**src/rtl/euclid_fold_ctrl_if.sv**
```systemverilog
// Handshake bundle between the key-equation array sequencer and its surroundings.
// The master side is the controller; the slave side is whatever drives blk_start/hold.
interface euclid_fold_ctrl_if #(
   parameter int PW = 2
);
   logic          blk_start;
   logic          hold;
   logic          start_cnt;
   logic          feedback_sel;
   logic          arr_rst_n;
   logic          in_ready;
   logic          res_valid;
   logic          res_first;
   logic [PW-1:0] pass_idx;
   logic          busy;
   logic          done;
   logic          overrun;

   modport master (
      input  blk_start, hold,
      output start_cnt, feedback_sel, arr_rst_n, in_ready, res_valid, res_first,
             pass_idx, busy, done, overrun
   );

   modport slave (
      output blk_start, hold,
      input  start_cnt, feedback_sel, arr_rst_n, in_ready, res_valid, res_first,
             pass_idx, busy, done, overrun
   );
endinterface

```
**src/rtl/euclid_fold_ctrl.sv**
```systemverilog
// Sequencer for the folded modified-Euclidean key-equation array: clears the array,
// recirculates each block NPASS times and flags the final-pass output window.
module euclid_fold_ctrl #(
   parameter int NPASS    = 4,
   parameter int PASS_CYC = 33,
   parameter int PW       = 2,
   parameter int CW       = 10
) (
   input  logic                clk,
   input  logic                reset,
   euclid_fold_ctrl_if.master  bus
);

   typedef enum logic [2:0] {IDLE, CLR, LOAD, ITER, OUT, DONE} state_t;

   localparam int TOTAL = NPASS * PASS_CYC;

   state_t        state;
   logic [CW-1:0] cyc_cnt;
   logic [CW-1:0] pass_cyc;
   logic [PW-1:0] pass_q;
   logic          fb_q;
   logic          arr_q;
   logic          busy_q;
   logic          done_q;
   logic          ovr_q;
   logic          active;
   logic          en;
   logic          pass_end;
   logic          blk_end;

   // hold must stop the array in the same cycle, so the enable family stays combinational
   assign active   = (state == LOAD) || (state == ITER) || (state == OUT);
   assign en       = active & ~bus.hold;
   assign pass_end = (pass_cyc == CW'(PASS_CYC - 1));
   assign blk_end  = (cyc_cnt == CW'(TOTAL - 1));

   assign bus.start_cnt    = en;
   assign bus.in_ready     = (state == LOAD) & en;
   assign bus.res_valid    = (state == OUT) & en;
   assign bus.res_first    = (state == OUT) & en & (pass_cyc == '0);
   assign bus.feedback_sel = fb_q;
   assign bus.arr_rst_n    = arr_q;
   assign bus.pass_idx     = pass_q;
   assign bus.busy         = busy_q;
   assign bus.done         = done_q;
   assign bus.overrun      = ovr_q;

   always_ff @(posedge clk or posedge reset) begin
      if (reset) begin
         state    <= IDLE;
         cyc_cnt  <= '0;
         pass_cyc <= '0;
         pass_q   <= '0;
         fb_q     <= 1'b1;
         arr_q    <= 1'b0;
         busy_q   <= 1'b0;
         done_q   <= 1'b0;
         ovr_q    <= 1'b0;
      end else begin
         arr_q  <= 1'b1;
         done_q <= 1'b0;
         ovr_q  <= bus.blk_start & busy_q;
         case (state)
            IDLE: begin
               fb_q     <= 1'b1;
               busy_q   <= 1'b0;
               pass_q   <= '0;
               cyc_cnt  <= '0;
               pass_cyc <= '0;
               if (bus.blk_start) begin
                  state  <= CLR;
                  busy_q <= 1'b1;
                  arr_q  <= 1'b0;
               end
            end
            CLR: begin
               state <= LOAD;
            end
            LOAD: begin
               if (en) begin
                  cyc_cnt <= cyc_cnt + CW'(1);
                  if (pass_end) begin
                     pass_cyc <= '0;
                     pass_q   <= PW'(1);
                     fb_q     <= 1'b0;
                     state    <= (NPASS == 2) ? OUT : ITER;
                  end else begin
                     pass_cyc <= pass_cyc + CW'(1);
                  end
               end
            end
            ITER: begin
               if (en) begin
                  cyc_cnt <= cyc_cnt + CW'(1);
                  if (pass_end) begin
                     pass_cyc <= '0;
                     pass_q   <= pass_q + PW'(1);
                     if (pass_q == PW'(NPASS - 2)) begin
                        state <= OUT;
                     end
                  end else begin
                     pass_cyc <= pass_cyc + CW'(1);
                  end
               end
            end
            OUT: begin
               if (en) begin
                  if (blk_end) begin
                     state    <= DONE;
                     done_q   <= 1'b1;
                     fb_q     <= 1'b1;
                     cyc_cnt  <= '0;
                     pass_cyc <= '0;
                  end else begin
                     cyc_cnt  <= cyc_cnt + CW'(1);
                     pass_cyc <= pass_cyc + CW'(1);
                  end
               end
            end
            DONE: begin
               state  <= IDLE;
               busy_q <= 1'b0;
               pass_q <= '0;
            end
            default: begin
               state <= IDLE;
            end
         endcase
      end
   end

endmodule

```
**src/flat_wrapper.sv**
```systemverilog
// flat-port wrapper written by rule: the top's interface ports become plain ports
module euclid_fold_ctrl_flat 
#(
   parameter int NPASS    = 4,
   parameter int PASS_CYC = 33,
   parameter int PW       = 2,
   parameter int CW       = 10
)
  (clk, reset, bus_blk_start, bus_hold, bus_start_cnt, bus_feedback_sel, bus_arr_rst_n, bus_in_ready, bus_res_valid, bus_res_first, bus_pass_idx, bus_busy, bus_done, bus_overrun);
  euclid_fold_ctrl_if #(.PW(PW)) bus_i ();
  input  logic clk;
  input  logic reset;
  input wire logic [$bits(bus_i.blk_start)-1:0] bus_blk_start;
  input wire logic [$bits(bus_i.hold)-1:0] bus_hold;
  output wire logic [$bits(bus_i.start_cnt)-1:0] bus_start_cnt;
  output wire logic [$bits(bus_i.feedback_sel)-1:0] bus_feedback_sel;
  output wire logic [$bits(bus_i.arr_rst_n)-1:0] bus_arr_rst_n;
  output wire logic [$bits(bus_i.in_ready)-1:0] bus_in_ready;
  output wire logic [$bits(bus_i.res_valid)-1:0] bus_res_valid;
  output wire logic [$bits(bus_i.res_first)-1:0] bus_res_first;
  output wire logic [$bits(bus_i.pass_idx)-1:0] bus_pass_idx;
  output wire logic [$bits(bus_i.busy)-1:0] bus_busy;
  output wire logic [$bits(bus_i.done)-1:0] bus_done;
  output wire logic [$bits(bus_i.overrun)-1:0] bus_overrun;
  assign bus_i.blk_start = bus_blk_start;
  assign bus_i.hold = bus_hold;
  assign bus_start_cnt = bus_i.start_cnt;
  assign bus_feedback_sel = bus_i.feedback_sel;
  assign bus_arr_rst_n = bus_i.arr_rst_n;
  assign bus_in_ready = bus_i.in_ready;
  assign bus_res_valid = bus_i.res_valid;
  assign bus_res_first = bus_i.res_first;
  assign bus_pass_idx = bus_i.pass_idx;
  assign bus_busy = bus_i.busy;
  assign bus_done = bus_i.done;
  assign bus_overrun = bus_i.overrun;
  euclid_fold_ctrl #(.NPASS(NPASS), .PASS_CYC(PASS_CYC), .PW(PW), .CW(CW)) u_core (.clk(clk), .reset(reset), .bus(bus_i));
endmodule
```
**config.mk**
```make
export PLATFORM = sky130hd
export DESIGN_NAME = euclid_fold_ctrl_flat
export DESIGN_NICKNAME = d
export VERILOG_FILES = /design/src/rtl/euclid_fold_ctrl_if.sv /design/src/rtl/euclid_fold_ctrl.sv /design/src/flat_wrapper.sv
export SDC_FILE = /design/constraint.sdc
export NUM_CORES = 1
export LEC_CHECK = 0
export ABC_AREA = 0
export CAP_MARGIN = 10
export CORE_MARGIN = 2
export CORE_UTILIZATION = 52
export CTS_CLUSTER_SIZE = 16
export DETAILED_ROUTE_END_ITERATION = 7
export GPL_ROUTABILITY_DRIVEN = 0
export MAX_ROUTING_LAYER = met4
export PLACE_DENSITY = 0.86
export SLEW_MARGIN = 20
export SYNTH_ARGS = -nofsm -noshare
export SYNTH_HDL_FRONTEND = slang
export SYNTH_SLANG_ARGS = --single-unit
export TNS_END_PERCENT = 20
```
**constraint.sdc**
```tcl
create_clock -name clk -period 1.8 [get_ports clk]
set_input_delay 0.45 -clock clk [delete_from_list [all_inputs] [get_ports clk]]
set_output_delay 0.45 -clock clk [all_outputs]
set_load 0.01 [all_outputs]
```
* Word-level counts from Yosys, hierarchy flattened
Cells that the tools add are included.
** Word-level totals
- Register bits after elaboration :: 30
- Bits of input ports :: 4
- Word-level logic and storage cells :: 84
** Cells by class
- Add/sub/neg operators :: 3
- Reductions and logical operators :: 14
- Mux-type cells :: 35
- Bitwise gates (word level) :: 6
- Eq/ne operators :: 17
** Operator list (number)
- 2-to-1 mux 10 bit :: 7
- one-hot mux 10 bit (3 select lines) :: 2
- 2-to-1 mux 3 bit :: 8
- adder 10 x 1 -> 10 bit (second input constant) :: 2
- one-hot mux 3 bit (5 select lines) :: 1
- inequality test 2 x 1 -> 1 bit (second input constant) :: 7
- == test 10 x 6 -> 1 bit (second input constant) :: 1
- == test 10 x 8 -> 1 bit (second input constant) :: 1
- zero test 10 bit :: 1
- 2-to-1 mux 1 bit :: 10
- AND reduction 5 bit :: 2
- nonzero test 3 bit :: 3
- 2-to-1 mux 2 bit :: 4
- AND reduction 8 bit :: 1
- == test 3 x 2 -> 1 bit (second input constant) :: 2
- == test 3 bit (second input constant) :: 2
- one-hot mux 2 bit (3 select lines) :: 1
- bitwise AND 1 bit :: 5
- inequality test 2 bit (second input constant) :: 2
- OR reduction 2 bit :: 2
- == test 3 x 1 -> 1 bit (second input constant) :: 1
- zero test 3 bit :: 1
- one-hot mux 1 bit (3 select lines) :: 1
- AND reduction 3 bit :: 1
- other kinds (6) :: 7

* Longest topological paths before layout
Gate-level depths: netlist (run 1).
- Depth in word-level cells :: 6
- Gate-level depth with buffers :: 7
- Mapped depth without buffers :: 6

* Worst setup path before layout (run 1)
OpenSTA, ideal clock, no wires.
- Path kind :: register to output
- Start point :: register u_core.pass_cyc[0]
- End point :: output bus_res_first
- Cell stages (with the launch flop) :: 5
- Required time :: 1.350 ns
- Setup slack :: -0.157 ns
- Arrival time :: 1.507 ns
- Cell sequence :: dfrtp_1 > inv_1 > ha_1 > or4b_1 > nor4_1
** On the way
- Word-level cells in the longest chain between the ends :: 2
** RTL lines
- from (decl) :: RTL line euclid_fold_ctrl.sv:20 : logic [CW-1:0] pass_cyc;
- from (signal assigned) :: RTL line euclid_fold_ctrl.sv:89 : pass_cyc <= pass_cyc + CW'(1);
- from (signal assigned) :: RTL line euclid_fold_ctrl.sv:103 : pass_cyc <= pass_cyc + CW'(1);
- from (signal assigned) :: RTL line euclid_fold_ctrl.sv:117 : pass_cyc <= pass_cyc + CW'(1);
- zero test 10 bit :: RTL line euclid_fold_ctrl.sv:41 : assign bus.res_first = (state == OUT) & en & (pass_cyc == '0);
- bitwise AND 1 bit :: RTL line euclid_fold_ctrl.sv:41
- to (decl) :: RTL line flat_wrapper.sv:20 : output wire logic [$bits(bus_i.res_first)-1:0] bus_res_first;
No other way between the ends.

* Final worst setup path (run 1)
Same ends and word-level chain as after synthesis.

==> summary.txt, run 1 <==
Outcome
  • Violated checks: negative setup slack
  • Status: finished, violations left

Global routing
  • GRT overflow: 0
  • Global route hottest layer: met2
  • Met2 Track Usage GR: 0.4295
  • Largest net degree at the start of global routing: 31
  • First-pass GRT wire length: 7810 microns
  • Initial antenna violation count: 0
  • Vias in the first global route: approximately 1700
  • M3 GR Usage: 0.06486
  • Total track usage: 0.2660
  • M1 GR Usage: 0.3178

Yosys
  • Synth area leaders: dfrtp_1 (40%), nor2_1 (3.9%), o21ai_0 (3.9%)
  • Post-Synth XOR/XNOR Area: 0.03391
  • Synth Instances: roughly 200
  • Number of synthesized flops with an enable pin: 0
  • Synth Area per Inst: 9.224 sq um
  • Main synth FF type: dfrtp_1
  • Yosys top cell by area: dfrtp_1
  • Fraction of the mapped netlist area in adder cells: 0.02768
  • FF+latch count, synth: 30
  • Sequential area share after synthesis: 0.4159
  • Syn Nets: just over 200
  • Largest family of logic cells by synthesized area: simple AND/OR/NAND/NOR gates
  • Post-synthesis compound-gate area fraction: 0.2125
  • Yosys warning total: 0
  • Yosys cell types: 60
  • Area share of the largest cell type after synthesis: 0.4014
  • Post-Synth Simple-Gate Area: 0.2512
  • FFs w/ async S/R, synth: 1.000
  • Mux contribution to synthesized area: 0.005536
  • Syn Std Cell Area: around 1800 sq um

Power
  • PD cells: 907.7 nW/um^2
  • Peak supply drop: 0.0004913 V
  • Pleak: 1.017 nW

Die
  • Core area: 3337 sq um
  • Die Span X: about 63 microns
  • Starting Density: 0.5418
  • I/O Pins: 15
  • Die footprint: 3965 sq um
  • Cell Rows: 21
  • Die H: about 63 microns

Place
  • PortBufs: 14
  • Cells after DPL: 281
  • Final HPWL from detailed placement: ~3200 microns

Route
  • Routed length per instance: 16.63 microns
  • Initial DRC count: 160
  • Routed vias: 1757
  • Drt first pass iters: 4
  • WL final: slightly below 5000 microns
  • Via density: between 6 and 7
  • Routed Antenna Nets: 0
  • DRC Markers: 0

Clock network
  • # clock sinks: 30
  • Reg clk slew, reported paths: roughly 0.10 ns
  • # hold bufs at CTS: 0
  • Clock buffer count from CTS: 5
  • CTS Root Cell: clkbuf_4
  • Clock tree buffer depth: 2
  • Skew-Pair Late Insertion Delay: 0.34 ns
  • CTS tree: yes
  • CTS HTree Levels: 2

Finish
  • Area grow syn2layout: 35.09%
  • Fraction of layout cells with a size suffix above 1: 0.3455
  • Final std cells w/o fill: 292
  • N_diodes: 0
  • Nets: ~250
  • Core Util, Final: 0.7319

Worst setup path
  • CP max stage delay: slightly below 0.5 ns
  • Worst Path Arrival: 1.77 ns
  • Reg2reg path depth: 6
  • Critical Path End Type: output port
  • Critical Path Slowest Stage Cell: or4b_4
  • Worst Path Required: 1.35 ns
  • Top Family by Delay on Critical Path: simple AND/OR/NAND/NOR gates
  • Cell Chain, Critical Path: inv_2, ha_1, or4b_4, nor4_4, buf_2
  • Worst path buffer plus inverter count: 2
  • Worst R2R Setup Slack: -0.04 ns
  • Crit path launch type: flop
  • RR Endpoint: u_core.bus.pass_idx[1]
  • Kind of critical path: reg -> out
  • R2r startpoint: u_core.pass_cyc[0]
  • CP Max Fanout: 2

STA
  • Final setup violation count: 3
  • Final Hold Fails: 0
  • Final Cycle Share: 1.234
  • Tightest Pin Transition: 0.4765 ns
  • Worst setup margin: -0.4219 ns
  • Max Fclk: around 450 MHz
  • Slew Limit Fails: 0
  • RSZ-0062 raised after global routing: yes
  • Max-slew headroom: 0.6799
  • Hold Slack: roughly 0.47 ns
  • Clock Skew: ~0.019 ns
  • Fin crit period: between 2 and 2.5 ns

Worst hold path
  • Worst min path class: in -> async

Run
  • Max_cap viols: 0
## worst register-to-register path: stages (launching register included)
cell	delay [ns]
dfrtp_1	0.40
inv_2	0.06
ha_1	0.14
or4b_4	0.49
nor4_1	0.34
o21ai_0	0.16
o2bb2ai_1	0.14
## cells in the mapped netlist, drive strengths merged, types with 2 or more instances
library cell,count
nand2,13
nor4,4
ha,4
buf,5
a31oi,5
a21oi,6
or3b,2
nand2b,2
o22ai,2
or4,2
nor2,20
dfrtp,29
and3,5
o2111ai,3
nand4,4
nand3,7
nor3b,2
clkbuf,5
inv,12
o21ai,16
a211oi,4
nor3,11
o211ai,6
xnor2,3
xor2,4
## worst max path at each step
| stage | slack (ns) | endpoint | start | depth (start not counted) |
|---|---|---|---|---|
| after floorplan | 0.009 | bus_res_first | u_core.pass_cyc[0] | 4 |
| after CTS | -0.41 | bus_res_first | u_core.pass_cyc[0] | 5 |
| after global routing | -0.49 | bus_res_first | u_core.pass_cyc[0] | 5 |
| after global placement | -0.59 | bus_res_first | bus_hold | 4 |
| after detailed placement | -0.61 | bus_res_first | bus_hold | 4 |
| final | -0.42 | bus_res_first | u_core.pass_cyc[0] | 5 |
## flip-flops by register name, summed over array words and instances (netlist names)
| name | flops |
|---|---|
| u_core.cyc_cnt | 10 |
| u_core.pass_cyc | 10 |
| u_core.state | 3 |
| u_core.bus.pass_idx | 2 |
| u_core.bus.arr_rst_n | 1 |
| u_core.bus.busy | 1 |
| u_core.bus.done | 1 |
| u_core.bus.feedback_sel | 1 |
| u_core.bus.overrun | 1 |
## metrics by stage
step	setup TNS, ns	power [W]	cell area (sq um)	setup WS (ns)
2_1_floorplan	0	0.001379	1827	0.009102
3_3_place_gp	-9.045	0.001669	2236	-0.5852
3_5_place_dp	-9.892	0.001703	2236	-0.6120
4_1_cts	-0.8294	0.002137	2323	-0.4104
5_1_grt	-0.9022	0.002366	2442	-0.4885
6_report	-0.5071	0.002217	2442	-0.4219
## power by group
group / internal [W] / switching [W]
clock: 0.000189 / 0.000229
combinational: 0.000402 / 0.000452
sequential: 0.000808 / 0.000137
total: 0.00140 / 0.000818
## cell type report
cell class	instances	area [sq um]
fillers	227	894.6
repair buffers	52	432.9
clock inverters	1	5.005
clock buffers	7	55.05
flip-flops and latches	30	752.0
well taps	46	57.56
multi-input cells	144	1095
inverters	12	45.04
## placed cells by master, fill, tap and decap left out, drive strengths merged, types with 2 or more instances in the layout
master          n
a211oi          4
a21oi           6
a31oi           5
and3            5
buf            41
clkbuf          8
clkdlybuf4s50   8
dfrtp          29
dlygate4sd2     2
ha              4
inv            12
nand2          13
nand2b          2
nand3           7
nand4           4
nor2           20
nor3           11
nor3b           2
nor4            4
o2111ai         3
o211ai          6
o21ai          16
o22ai           2
or3b            2
or4             2
xnor2           3
xor2            4
## layer usage
metal,wire length [microns],share of wire,vias up
li1,-,-,819
met4,85,0.018,0
met3,229,0.047,9
met5,0,0,-
met1,1981,0.41,878
met2,2558,0.53,51
## cell families (layout without fill, tap and decap cells)
group / Yosys count / after routing
and+or+nand+nor: 81 / 81
AOI/OAI and AO/OA: 51 / 51
DFF: 30 / 30
buffers and inverters: 22 / 72
xor gates and xnor gates: 7 / 7
adders and majority gates: 4 / 4
muxes: 1 / 1
## what timing repair did
action                                  4_1_cts  5_1_grt
pin swaps                                     2        9
endpoints found under the hold margin         0        0
setup buffers                                 3        1
gates resized for setup                      23       26
endpoints found under the setup margin       18       23
(Power assumes the default switching activity.)
==> inputs of run 2 (changes only) <==
Settings changed: CAP_MARGIN 10 to 0, GPL_TIMING_DRIVEN set to 0, PLACE_DENSITY 0.86 to 0.78.
==> run 2 against run 1 <==
Compared with the run above:
- the run still ends with negative setup slack left
- hold slack improved by 0.030 ns
- routed wire length increased by 2.8%
- clock power is 23% higher
- global-route usage is 0.33 points lower
- critical path type unchanged
- critical endpoint unchanged
==> summary.txt, run 2 (synthesized netlist as in run 1, its figures left out) <==
Outcome
  • Status: finished, violations left (unchanged)
  • Violated checks: negative setup slack (unchanged)

Worst setup path
  • Critical Path End Type: output port (unchanged)
  • Worst Path Arrival: 1.76 ns (was 1.77 ns)
  • Crit path launch type: flop (unchanged)
  • Kind of critical path: reg -> out (unchanged)
  • CP Max Fanout: 3 (was 2)
  • Worst Path Required: 1.35 ns (about the same)

Die
  • Starting Density: 0.5418 (unchanged)
  • Die H: 62.97 microns (unchanged)
  • Die footprint: 3965 sq um (unchanged)
  • Die Span X: 62.97 microns (unchanged)
  • Cell Rows: 21 (unchanged)
  • Core area: 3337 sq um (unchanged)
  • I/O Pins: 15 (unchanged)

Global routing
  • First-pass GRT wire length: 7672 microns (was 7810 microns)
  • GRT overflow: 0 (unchanged)
  • Initial antenna violation count: 0 (unchanged)
  • Vias in the first global route: 1597 (was 1651)
  • Largest net degree at the start of global routing: 31 (unchanged)
  • Total track usage: 0.2627 (was 0.2660)

Finish
  • Nets: 247 (was 253)
  • Most frequent cells in the layout: dfrtp_1 (25), buf_4 (22), nor2_1 (17), o21ai_0 (13), nand2_1 (11) (was buf_4 (31), dfrtp_1 (29), nor2_1 (18), o21ai_0 (13), nand2_1 (12))
  • Area grow syn2layout: 31.83% (was 35.09%)
  • Most common cell after layout, fill and taps aside: dfrtp_1 (was buf_4)
  • Biggest regs: u_core.cyc_cnt (10), u_core.pass_cyc (10), u_core.state (3) (unchanged)
  • N_diodes: 0 (unchanged)
  • Fraction of layout cells with a size suffix above 1: 0.3250 (was 0.3455)
  • Fill cells: 245 (was 227)
  • Final std cells w/o fill: 286 (was 292)
  • Final instance area: 2384 sq um (was 2442 sq um)
  • Core Util, Final: 0.7143 (was 0.7319)

STA
  • Tightest Pin Transition: 0.6413 ns (was 0.4765 ns)
  • Final Cycle Share: 1.226 (was 1.234)
  • Max-slew headroom: 0.5719 (was 0.6799)
  • Final setup violation count: 17 (was 3)
  • Worst setup margin: -0.4059 ns (was -0.4219 ns)
  • Clock Skew: 0.003091 ns (was 0.01889 ns)
  • Setup TNS: -2.466 ns (was -0.5071 ns)
  • Slew Limit Fails: 0 (unchanged)
  • RSZ-0062 raised after global routing: yes (unchanged)
  • Final Hold Fails: 0 (unchanged)
  • Max Fclk: 453.3 MHz (was 450.1 MHz)
  • Fin crit period: 2.206 ns (was 2.222 ns)

Clock network
  • Clock tree buffer depth: 2 (unchanged)
  • CTS tree: yes (unchanged)
  • Reg clk slew, reported paths: 0.09 ns (was 0.10 ns)
  • CTS Root Cell: clkbuf_4 (unchanged)
  • Clock buffer count from CTS: 5 (unchanged)
  • CTS HTree Levels: 2 (unchanged)
  • Skew-Pair Late Insertion Delay: 0.35 ns (was 0.34 ns)
  • # clock sinks: 30 (unchanged)

Place
  • Cells after DPL: 256 (was 281)
  • PortBufs: 14 (unchanged)
  • Final HPWL from detailed placement: 2867 microns (was 3193 microns)
  • Placed cell areas: 2024 sq um (was 2236 sq um)

Route
  • Initial DRC count: 154 (was 160)
  • Via density: 6.024 (was 6.017)
  • Drt first pass iters: 4 (unchanged)
  • Routed length per instance: 17.45 microns (was 16.63 microns)
  • WL final: 4991 microns (was 4855 microns)
  • Routed Antenna Nets: 0 (unchanged)
  • DRC Markers: 0 (unchanged)
  • Routed vias: 1723 (was 1757)

Power
  • PD cells: 958.7 nW/um^2 (was 907.7 nW/um^2)
  • Pleak: 0.9763 nW (was 1.017 nW)
  • Peak supply drop: 0.0005863 V (was 0.0004913 V)
  • Overall power: 0.002285 W (was 0.002217 W)

Worst hold path
  • Worst min path class: in -> async (unchanged)

Run
  • Max_cap viols: 0 (unchanged)
==> run 2: critical path, cell delays in order, from the launching register on <==
cell     delay, ns
dfrtp_1       0.41
inv_2         0.09
ha_4          0.13
or4b_4        0.48
nor4_4        0.14
buf_2         0.16
==> run 2: cell type report <==
| cell class | instances | area (sq um) | share of cell area |
|---|---|---|---|
| Tap cell | 46 | 57.56 | 0.02415 |
| Sequential cell | 30 | 757.0 | 0.3176 |
| Buffer | 7 | 63.81 | 0.02677 |
| Inverter | 12 | 47.55 | 0.01995 |
| Clock buffer | 8 | 78.83 | 0.03307 |
| Timing Repair Buffer | 39 | 329.1 | 0.1381 |
| Multi-Input combinational cell | 144 | 1050 | 0.4404 |
==> run 2: final timing paths <==
kind / startpoint / to / slack (ns) / cells past startpoint
worst max-delay path: u_core.pass_cyc[0] / bus_res_first / -0.41 / 5
worst min-delay path: reset / u_core.cyc_cnt[4] / 0.50 / 2
worst max register to register: u_core.pass_cyc[0] / u_core.bus.pass_idx[1] / -0.31 / 6
worst min register to register: u_core.bus.pass_idx[0] / u_core.bus.pass_idx[0] / 0.53 / 1
max in group asynchronous: reset / u_core.state[0] / 0.85 / 2
min in group clk: u_core.bus.pass_idx[0] / u_core.bus.pass_idx[0] / 0.53 / 1
==> run 2: metrics by stage <==
stage	hold WS [ns]	worst slack [ns]
floorplan	0.4900	0.009102
global placement	0.4908	-0.8618
detailed placement	0.5000	-0.8875
CTS	0.5127	-0.4023
global route	0.5455	-0.4932
finish	0.5041	-0.4059
==> run 2: repair_timing <==
item	in CTS	in global routing
gates resized for setup	48	10
pin swaps	9	3
hold buffers	0	0
setup buffers	15	10
endpoints found under the setup margin	29	29
==> run 2: routing by layer <==
metal  global-route usage  wire [microns]
met5                    -               0
met1               0.3046            2088
met2               0.4202            2535
met4               0.1194             122
met3              0.07748             244
==> run 2: report_power, final <==
part           total [W]  internal, W  switching, W  leakage [nW]
combinational   0.000809     0.000370      0.000438         0.554
sequential      0.000962     0.000812      0.000150         0.378
clock           0.000515     0.000266      0.000248        0.0446
==> inputs of run 3 (changes only) <==
Settings changed: ABC_CLOCK_PERIOD_IN_PS set to 1800.
==> results of run 3 <==
Final layout, timing and power as in run 2 (identical DEF).
